File: config.mk
export PLATFORM = sky130hd
export DESIGN_NAME = uart_tx_fifo
export DESIGN_NICKNAME = d
export VERILOG_FILES = /design/src/rtl/uart_tx_fifo.sv
export SDC_FILE = /design/constraint.sdc
export NUM_CORES = 1
export LEC_CHECK = 0
export BUFFER_PORTS_ARGS = -buffer_cell sky130_fd_sc_hd__buf_2
export CAP_MARGIN = 20
export CORE_ASPECT_RATIO = 1.4
export CORE_UTILIZATION = 48
export CTS_CLUSTER_DIAMETER = 40
export CTS_CLUSTER_SIZE = 12
export DETAILED_ROUTE_END_ITERATION = 7
export GPL_ROUTABILITY_DRIVEN = 0
export MAX_ROUTING_LAYER = met4
export PLACE_DENSITY_LB_ADDON = 0.1
export SLEW_MARGIN = 20
export SYNTH_ARGS = -nofsm -noshare
export SYNTH_HDL_FRONTEND = slang
export SYNTH_SLANG_ARGS = --single-unit
File: constraint.sdc
create_clock -name i_Clock -period 3.4 [get_ports i_Clock]
set_clock_uncertainty 0.15 [all_clocks]
set_input_delay 0.17 -clock i_Clock [delete_from_list [all_inputs] [get_ports i_Clock]]
set_output_delay 0.17 -clock i_Clock [all_outputs]
set_load 0.01 [all_outputs]
File: src/rtl/uart_tx_fifo.sv
// ---------------------------------------------------------------------------
// uart_tx_fifo -- byte FIFO feeding an 8-bit UART transmitter.
//
// Bytes written with i_Wr_DV are queued in a FIFO_DEPTH-entry buffer. Whenever
// the transmitter is idle and the FIFO holds data, the head byte is popped and
// sent as start bit, 8 data bits LSB first, optional even parity, and a stop
// bit. Each bit is held for CLKS_PER_BIT clocks.
//
// Optional feature macro: UART_TX_FIFO_PARITY_EN
//   defined   -> 11-bit frame with an even-parity bit before the stop bit
//   undefined -> 10-bit frame, PARITY state never entered
//
// Ports
//   i_Clock     in   clock, rising edge
//   KEY_rst     in   asynchronous active-low reset
//   i_Wr_DV     in   one-cycle write strobe
//   i_Wr_Byte   in   [7:0] byte to enqueue
//   o_Full      out  FIFO holds FIFO_DEPTH bytes
//   o_Empty     out  FIFO holds no bytes
//   o_Count     out  [clog2(FIFO_DEPTH):0] bytes queued (excludes byte in flight)
//   o_Overflow  out  sticky: a write arrived while full and was dropped
//   o_Tx_Serial out  UART line, idle high
//   o_Tx_Active out  frame in progress
//   o_Tx_Done   out  one-cycle pulse during the last cycle of the stop bit
// ---------------------------------------------------------------------------
module uart_tx_fifo #(
   parameter int CLKS_PER_BIT = 87,
   parameter int FIFO_DEPTH   = 8
) (
   input  logic                          i_Clock,
   input  logic                          KEY_rst,
   input  logic                          i_Wr_DV,
   input  logic [7:0]                    i_Wr_Byte,
   output logic                          o_Full,
   output logic                          o_Empty,
   output logic [$clog2(FIFO_DEPTH):0]   o_Count,
   output logic                          o_Overflow,
   output logic                          o_Tx_Serial,
   output logic                          o_Tx_Active,
   output logic                          o_Tx_Done
);

   localparam int AW = $clog2(FIFO_DEPTH);
   localparam int CW = (CLKS_PER_BIT > 1) ? $clog2(CLKS_PER_BIT) : 1;
   localparam logic [CW-1:0] CNT_LAST = CW'(CLKS_PER_BIT - 1);
   localparam logic [AW:0]   CNT_FULL = (AW+1)'(FIFO_DEPTH);

   typedef enum logic [2:0] {IDLE, START, DATA, PARITY, STOP} state_t;

   // ---------------- FIFO ----------------
   logic [7:0]    mem [FIFO_DEPTH];
   logic [AW-1:0] wr_ptr, rd_ptr;
   logic [AW:0]   count;
   logic          wr_en, pop;

   assign o_Full   = (count == CNT_FULL);
   assign o_Empty  = (count == '0);
   assign o_Count  = count;
   // Full is judged on the pre-edge count, so a same-cycle pop never frees
   // a slot for the write.
   assign wr_en    = i_Wr_DV && !o_Full;

   always_ff @(posedge i_Clock) begin
      if (wr_en) mem[wr_ptr] <= i_Wr_Byte;
   end

   // Pointers are AW bits wide, so they wrap modulo FIFO_DEPTH on their own.
   always_ff @(posedge i_Clock or negedge KEY_rst) begin
      if (!KEY_rst) begin
         wr_ptr     <= '0;
         rd_ptr     <= '0;
         count      <= '0;
         o_Overflow <= 1'b0;
      end else begin
         if (wr_en) wr_ptr <= wr_ptr + 1'b1;
         if (pop)   rd_ptr <= rd_ptr + 1'b1;
         case ({wr_en, pop})
            2'b10:   count <= count + 1'b1;
            2'b01:   count <= count - 1'b1;
            default: count <= count;
         endcase
         if (i_Wr_DV && o_Full) o_Overflow <= 1'b1;
      end
   end

   // ---------------- transmitter ----------------
   state_t        state, state_n;
   logic [CW-1:0] clk_cnt, cnt_n;
   logic [2:0]    bit_idx, bit_n;
   logic [7:0]    tx_byte, byte_n;
   logic          serial_n, active_n;
   logic          bit_end;

   assign bit_end   = (clk_cnt == CNT_LAST);
   assign o_Tx_Done = (state == STOP) && bit_end;

   always_ff @(posedge i_Clock or negedge KEY_rst) begin
      if (!KEY_rst) begin
         state       <= IDLE;
         clk_cnt     <= '0;
         bit_idx     <= '0;
         tx_byte     <= '0;
         o_Tx_Serial <= 1'b1;
         o_Tx_Active <= 1'b0;
      end else begin
         state       <= state_n;
         clk_cnt     <= cnt_n;
         bit_idx     <= bit_n;
         tx_byte     <= byte_n;
         o_Tx_Serial <= serial_n;
         o_Tx_Active <= active_n;
      end
   end

   // The line and active flag are registered: each branch sets the value the
   // line must carry for the bit that starts on this edge.
   always_comb begin
      state_n  = state;
      cnt_n    = bit_end ? '0 : clk_cnt + 1'b1;
      bit_n    = bit_idx;
      byte_n   = tx_byte;
      serial_n = o_Tx_Serial;
      active_n = o_Tx_Active;
      pop      = 1'b0;
      case (state)
         IDLE: begin
            cnt_n    = '0;
            bit_n    = '0;
            serial_n = 1'b1;
            active_n = 1'b0;
            if (!o_Empty) begin
               pop      = 1'b1;
               byte_n   = mem[rd_ptr];
               state_n  = START;
               serial_n = 1'b0;
               active_n = 1'b1;
            end
         end
         START: begin
            if (bit_end) begin
               state_n  = DATA;
               bit_n    = '0;
               serial_n = tx_byte[0];
            end
         end
         DATA: begin
            if (bit_end) begin
               if (bit_idx == 3'd7) begin
`ifdef UART_TX_FIFO_PARITY_EN
                  state_n  = PARITY;
                  serial_n = ^tx_byte;
`else
                  state_n  = STOP;
                  serial_n = 1'b1;
`endif
               end else begin
                  bit_n    = bit_idx + 3'd1;
                  serial_n = tx_byte[bit_idx + 3'd1];
               end
            end
         end
         PARITY: begin
            if (bit_end) begin
               state_n  = STOP;
               serial_n = 1'b1;
            end
         end
         STOP: begin
            if (bit_end) begin
               state_n  = IDLE;
               serial_n = 1'b1;
               active_n = 1'b0;
            end
         end
         default: begin
            state_n  = IDLE;
            serial_n = 1'b1;
            active_n = 1'b0;
         end
      endcase
   end

endmodule
==> results of run 1 <==
==> area by class of cell <==
cell class	instances	area share, %
Inverter	5	0.394
Sequential cell	98	58.3
Tap cell	102	2.68
Clock inverter	6	0.815
Timing Repair Buffer	40	5.78
Multi-Input combinational cell	153	27.0
Clock buffer	10	5.02
==> critical path: stages (launching register included) <==
cell and delay [ns]:
dfrtp_1 0.47, or3_2 0.55, or2_1 0.24, inv_1 0.12
ha_1 0.26, xor2_1 0.09, ha_1 0.18, a21oi_1 0.17
xor2_1 0.17, nor2_1 0.06, xor2_1 0.14
==> metrics by stage <==
step	worst slack, ns	hold WS [ns]	cell area (µm²)	total power [mW]	utilization (%)
floorplan	0.563	-0.276	4130	2.51	-
global placement	0.765	0.139	4380	2.81	53.1
detailed placement	0.731	0.135	4380	2.84	53.1
CTS	0.671	0.312	4760	3.79	57.7
global route	0.471	0.332	4760	3.97	57.7
finish	0.693	0.293	4760	3.74	57.7
==> power by group <==
group          total, mW  switching (mW)  internal, mW  leakage, nW
Combinational      0.996           0.475         0.521        0.687
Sequential          1.80           0.243          1.56         1.00
Clock              0.943           0.426         0.517        0.143
Total               3.74            1.14          2.60         1.83
==> cell families after synthesis <==
| group | Yosys count | share of synthesized area [%] |
|---|---|---|
| buf+inv | 16 | 1.82 |
| mux | 28 | 12.0 |
| xor+xnor | 13 | 2.75 |
| fa+ha+maj | 9 | 2.72 |
| flops | 98 | 67.1 |
| compound gates | 30 | 4.57 |
| simple gates | 73 | 9.05 |
==> state kept, by name (all words and copies together), names as in the netlist <==
signal and count:
bit_idx 3, wr_ptr 3, o_Tx_Active 1, o_Overflow 1, clk_cnt 7, tx_byte 8, mem 64, rd_ptr 3
o_Count 4, o_Tx_Serial 1, state 3
==> synthesized netlist by cell type, drive strengths merged, types with 3 or more instances <==
cell type / number / area (µm²)
edfxtp: 64 / 1920
dfrtp: 33 / 826
nand2: 24 / 90.1
nor2: 19 / 71.3
mux4: 17 / 383
o21ai: 13 / 65.1
ha: 9 / 113
mux2i: 9 / 90.1
buf: 7 / 41.3
xnor2: 7 / 61.3
xor2: 6 / 52.6
a21oi: 5 / 25.0
inv: 5 / 18.8
nand2b: 5 / 31.3
clkbuf: 4 / 15.0
a211oi: 3 / 22.5
nand3: 3 / 15.0
nor2b: 3 / 18.8
==> final timing paths <==
| check | start | to | slack [ns] | cells past startpoint |
|---|---|---|---|---|
| min in group i_Clock | o_Overflow$_DFFE_PN0P_ | o_Overflow$_DFFE_PN0P_ | 0.31 | 1 |
| max in group asynchronous | KEY_rst | clk_cnt[6]$_DFF_PN0_ | 2.31 | 2 |
| worst max register to register | state[0]$_DFFE_PN0P_ | o_Count[2]$_DFFE_PN0P_ | 0.69 | 10 |
| worst max-delay path | state[0]$_DFFE_PN0P_ | o_Count[2]$_DFFE_PN0P_ | 0.69 | 10 |
| worst min register to register | o_Overflow$_DFFE_PN0P_ | o_Overflow$_DFFE_PN0P_ | 0.31 | 1 |
| worst min-delay path | KEY_rst | o_Count[0]$_DFFE_PN0P_ | 0.29 | 2 |
==> routing by layer <==
layer | global-route usage [%] | part of all wire [%] | up-vias | wire length [µm]
met5 | - | 0 | - | 0
met4 | 8.21 | 1.9 | 0 | 140
met2 | 33.1 | 55 | 26 | 4000
li1 | - | - | 1085 | -
met1 | 22.2 | 41 | 1141 | 2990
met3 | 3.28 | 2.3 | 11 | 170
==> layout by cell type (no fill, tap or decap), drive strengths merged, types with 2 or more instances in the layout <==
master,instances
edfxtp,64
dfrtp,33
buf,30
nand2,24
nor2,19
mux4,17
o21ai,13
dlygate4sd3,10
clkbuf,10
mux2i,9
ha,9
inv,8
xnor2,7
xor2,6
nand2b,5
a21oi,5
nor2b,3
nand3,3
a211oi,3
clkinv,3
and4b,2
nor3,2
and3,2
a22o,2
mux2,2
nor3b,2
or2,2
or4,2
==> impl_results.md, run 1 <==
* Post-CTS resize count at 0
* Die Y-Extent at 112 µm
* Count of synthesis-stage warnings from yosys at 0
* Sequential share of the synthesized area at 67.1%
* Highest Clock Rate at 0.369 GHz
* Average wire per standard cell at about 18 µm
* Number of design rule violations left after detail routing at 0
* Number of routed nets with antenna violations at 0
* Area of the core at about 8200 µm²
* Normalized max-slew margin at 45.2%
* Area taken by multi-input logic gates at 1280 µm²
* Via density per instance at 5.47
* Critical path required time at approximately 3.5 ns
* Setup-violating endpoint count in the final report at 0
* X dimension of the die at just over 80 µm
* Register bit total from synthesis at just under 100
* Post-synth EDFFs at 64
* Total detailed-routing wirelength at 7290 µm
* Area added between synthesis and finish at 15.1%
* Vias in the first global route at 2316
* Startpoint class of the critical path: flip-flop
* Netlist area before placement at between 4000 and 5000 µm²
* Sink Count at ~100
* Largest voltage drop on the vdd net at 463 µV
* Fin crit share at 79.6%
* Clock tree from TritonCTS: yes
* Antenna violations before repair at 0
* Worst hold path type: in2async
* Number of buffers created by CTS at 9
* Cell leakage power at 1.83 nW
* Setup Buffers After CTS at 0
* Nets at 327
* Most frequently used flop master after synthesis: edfxtp_1
* Clk Latency, worst-skew pair at ~0.34 ns
* Critical path endpoint category: flip-flop
* Setup total negative slack at 0 ns
* Final hold viol count at 0
* Initial DRC Count at 151
* Share of post-route cells with drive strength above 1 at 22.8%
* Distinct cell type count after synthesis at 47
* Library cell used as clock root buffer: clkbuf_16
* Drt first pass iters at 4
* Gr usage total at 19.4%
* Number of hold buffers added after CTS at 10
* HPWL after DPL at between 4000 and 5000 µm
* Minimum period implied by the final worst setup slack at between 2 and 3 ns
* Number of placed I/O pins at 21
* Power density relative to cell area at 786 nW/µm²
* RSZ-0062 raised after global routing: false
* Congestion Overflow GR at 0
* Die area at ~9000 µm²
* Post-route non-filler standard cell count at approximately 410
* Max Buffers Root-to-Sink at 2
* Number of standard cells after synthesis at 267
* Share of async-settable or async-resettable flops after synthesis at 34.7%
* Starting Density at between 50% and 60%
* Slew at the pin closest to its max-slew limit at a little over 0.8 ns
* Largest net degree at the start of global routing at 35
* Register Area at about 2800 µm²
* Path type of the worst setup path: reg2reg
* Number of levels the H-tree was split into at 3
* Total inserted antenna cells at 0
* Number of filler cells placed in the layout at 650
* Synthesized Nets at 287
* Final-report max-slew violation count at 0
* Overall via count from detail_route at around 2300
* Synth Area per Inst at 15.5 µm²
* Number of instances in the placed design at roughly 390
* CTS clk-pin slew, worst paths at 0.06 ns
* Endpoint arrival time on the critical path at 2.78 ns
* Maxcap violations at 0
* Status: finished, final reports clean
* Number of port buffers at 20
* Crit path max fanout at 11
* Core Rows at 39
* Wire length of the first global-routing pass at 12100 µm
Power figures use the tool's default switching activity.
==> run 2, diff against run 1 <==
ABC_AREA = 1   (was not set)
clock period = 2.4 ns   (was 3.4 ns; I/O delays follow)
==> run 2 against run 1 <==
  * Via count increased by 30%
  * Worst hold slack lost 0.054 ns
  * Sequential power increased by 17%
  * Non-clock buffer count increased by 13
  * Count of clock-buffer cells in the layout rose by 3
  * Combinational power down 37%
  * Sequential share of layout area down 3.4 points
  * Register-to-register slack got worse by 0.58 ns
  * Global-route usage increased by 1.1 points
  * Area after synthesis grew 5.0%
  * Critical path depth rose by 4
  * Core utilization up 0.65 points
  * Largest cell class unchanged
  * Highest routed layer unchanged
==> impl_results.md, run 2 <==
* Switching power total at 1.06 mW (-7.6%)
* Netlist area before placement at 4340 µm² (+5.0%)
* Synthesized Nets at 428 (+49%)
* Critical path required time at 2.46 ns (-1.01 ns)
* Post-placement setup slack at 0.0617 ns (-0.669 ns)
* HPWL after DPL at 5630 µm (+18%)
* Post-placement cell area at 4630 µm² (+5.7%)
* Distinct cell type count after synthesis at 34 (-28%)
* Minimum period implied by the final worst setup slack at 2.29 ns (-0.415 ns)
* Die Y-Extent at 114 µm (+2.4%)
* Number of placed I/O pins at 21 (unchanged)
* Area of the core at 8660 µm² (+5.0%)
* Total inserted antenna cells at 0 (unchanged)
* CTS clk-pin slew, worst paths at 0.06 ns (about the same)
* Gr usage total at 20.5% (+1.1 points)
* Cell leakage power at 2.04 nW (+12%)
* Number of flip-flops under the largest register name at 64 (unchanged)
* Final design area excluding fillers at 5050 µm² (+6.2%)
* Number of buffers created by CTS at 9 (unchanged)
* Largest net degree at the start of global routing at 35 (unchanged)
* Clk Latency, worst-skew pair at 0.34 ns (about the same)
* Count of synthesis-stage warnings from yosys at 0 (unchanged)
* Drt first pass iters at 4 (unchanged)
* Clock tree from TritonCTS: yes
* Fraction of the core area covered by cells at the end of the flow at 58.4% (+0.65 points)
* Net switching share of the total power at 26.1% (-4.5 points)
* Share of async-settable or async-resettable flops after synthesis at 34.7% (unchanged)
* Share of post-route cells with drive strength above 1 at 17.6% (-5.1 points)
* Number of levels the H-tree was split into at 3 (unchanged)
* Cell with the most instances after synthesis: nand2_1
* Overall via count from detail_route at 2946 (+30%)
* Post-synth EDFFs at 64 (unchanged)
* Top reg by flops: mem
* Congestion Overflow GR at 0 (unchanged)
* Average wire per standard cell at 14.9 µm (-16%)
* Area taken by multi-input logic gates at 1380 µm² (+7.1%)
* Crit path max fanout at 4 (-7)
* Number of routed nets with antenna violations at 0 (unchanged)
* Fraction of power consumed by sequential logic at 52.1% (+4.0 points)
* Setup-violating endpoint count in the final report at 0 (unchanged)
* Minimum setup slack in the final design at 0.109 ns (-0.585 ns)
* Register bit total from synthesis at 98 (unchanged)
* Area added between synthesis and finish at 16.4%
* Sequential share of the synthesized area at 63.9% (-3.2 points)
* Status: finished, final reports clean
* Total detailed-routing wirelength at 8470 µm (+16%)
* Power density relative to cell area at 801 nW/µm² (+2.0%)
* Via density per instance at 5.17 (-5.4%)
* Synth Area per Inst at 10.6 µm² (-31%)
* Combinational share of power at 15.6% (-11 points)
* Largest registers: mem: 64 flops, tx_byte: 8 flops, clk_cnt: 7 flops
* Internal power of the cells at 2.99 mW (+15%)
* Most frequent cells in the layout: nand2_1, nor2_1, edfxtp_1, dfrtp_1, o21ai_0
* Sink Count at 98 (unchanged)
* Endpoint arrival time on the critical path at 2.35 ns (-0.43 ns)
* Fin crit share at 95.5% (+16 points)
* Number of port buffers at 20 (unchanged)
* Setup total negative slack at 0 ns (unchanged)
* Largest voltage drop on the vdd net at 540 µV (+17%)
* Worst hold path type: in2async
* Core Rows at 40 (+2.6%)
* Normalized max-slew margin at 49.0% (+3.9 points)
* Startpoint class of the critical path: flip-flop
* Nets at 480 (+47%)
* Worst reg-to-reg path cell count at 14 (+4)
* Initial DRC Count at 113 (-25%)
* Slew at the pin closest to its max-slew limit at 0.764 ns (-0.0578 ns)
* Highest Clock Rate at 0.436 GHz (+18%)
* Critical path endpoint category: flip-flop
* Final hold viol count at 0 (unchanged)
* Crit Reg-Reg Endpoint: o_Count[2]$_DFFE_PN0P_
* Number of standard cells after synthesis at 408 (+53%)
* Antenna violations before repair at 0 (unchanged)
* Most frequently used flop master after synthesis: edfxtp_1
* Top area cells in the synthesized netlist: edfxtp_1, dfrtp_1, nand2_1
* Leading post-synthesis cells by instance count: nand2_1, nor2_1, edfxtp_1, dfrtp_1, o21ai_0
* Flop2flop setup slack at 0.11 ns (-0.58 ns)
* Library cell used as clock root buffer: clkbuf_16
* Register Area at 2780 µm² (about the same)
* Maxcap violations at 0 (unchanged)
* X dimension of the die at 82.4 µm (+2.4%)
* Number of design rule violations left after detail routing at 0 (unchanged)
* Die area at 9430 µm² (+4.9%)
* Clk network pwr share at 32.3% (+7.1 points)
* Starting Density at 50.1% (about the same)
* Final-report max-slew violation count at 0 (unchanged)
* Worst flop-to-flop path startpoint: state[1]$_DFFE_PN0P_
* Area leader, netlist: edfxtp_1
* Max Buffers Root-to-Sink at 2 (unchanged)
* Wire length of the first global-routing pass at 13500 µm (+12%)
* Path type of the worst setup path: reg2reg
* Vias in the first global route at 2795 (+21%)
* Number of instances in the placed design at 539 (+39%)
* Post-route non-filler standard cell count at 570 (+38%)
* Most common cell after layout, fill and taps aside: nand2_1
* Top-area cell type share of the netlist area at 44.3% (-2.2 points)
* Number of filler cells placed in the layout at 737 (+13%)
[run 2: cell count changes after synthesis, moves of 5 or more]
cell and change:
nor2_1 +53, nand3_1 +14, o21ai_1 +10, nand2_1 +50, mux2i_1 -9, inv_1 +22
o211ai_1 +15, o21ai_0 +17, nand2b_1 -5, xnor2_1 -5, mux4_2 -17, nand3_2 +10
[run 2: power groups by stage]
stage | clock (mW) | combinational (mW) | sequential [mW]
2_1_floorplan | 0 | 0.317 | 2.17
3_3_place_gp | 0 | 0.610 | 2.14
3_5_place_dp | 0 | 0.626 | 2.14
4_1_cts | 1.32 | 0.638 | 2.11
5_1_grt | 1.39 | 0.701 | 2.13
6_report | 1.31 | 0.630 | 2.11
[run 2: kinds of logic (layout without fill, tap and decap cells)]
logic type	after synthesis	in the layout	share of synthesized area [%]
compound gates	64	64	8.56
xor+xnor	5	5	1.01
fa+ha+maj	9	9	2.60
buf+inv	45	102	4.70
flops	98	98	63.9
simple gates	187	187	19.2
[run 2: worst max-delay path by stage]
stage,start,to,slack [ns]
2_1_floorplan,state[0]$_DFFE_PN0P_,o_Count[2]$_DFFE_PN0P_,0.05
3_3_place_gp,state[1]$_DFFE_PN0P_,o_Count[2]$_DFFE_PN0P_,0.20
3_5_place_dp,state[1]$_DFFE_PN0P_,o_Count[2]$_DFFE_PN0P_,0.06
4_1_cts,state[1]$_DFFE_PN0P_,o_Count[2]$_DFFE_PN0P_,0.05
5_1_grt,state[1]$_DFFE_PN0P_,o_Count[2]$_DFFE_PN0P_,-0.01
6_report,state[1]$_DFFE_PN0P_,o_Count[2]$_DFFE_PN0P_,0.11
[run 2: layout make-up]
cell class                      instances  area share (%)
Tap cell                              105            2.60
Clock inverter                          3           0.347
Inverter                               33            2.55
Timing Repair Buffer                   53            7.38
Clock buffer                           13            4.95
Multi-Input combinational cell        265            27.2
Sequential cell                        98            54.9
[run 2: per-stage QoR]
step	hold slack, ns	total power, mW
floorplan	-0.326	2.48
detailed placement	0.0836	2.77
global route	0.324	4.22
CTS	0.257	4.07
finish	0.239	4.05
global placement	0.0836	2.75
[run 2: timing repair]
action	CTS	global route
endpoints found under the setup margin	0	1
setup buffers	0	5
gates resized for setup	0	4
hold buffers	10	0
endpoints found under the hold margin	98	0
[run 2: routing by layer]
layer	vias up	share of wire [%]	wire length, µm	GRT usage [%]
met4	0	2.6	220	9.71
met2	38	54	4590	36.1
met5	-	0	0	-
met1	1402	41	3490	22.0
met3	18	2.0	166	3.19
li1	1488	-	-	-
[run 2: worst max-delay path, cell delays in order (launching register included)]
cell and delay [ns]:
dfrtp_2 0.45, nor2_4 0.14, inv_2 0.07, nor2_4 0.14, nand2_4 0.07, clkinv_4 0.05
ha_4 0.13, nand2_1 0.07, inv_1 0.05, nor2_1 0.05, ha_1 0.19, a21o_1 0.16
or2_2 0.28, nand3_1 0.07, o21ai_0 0.09
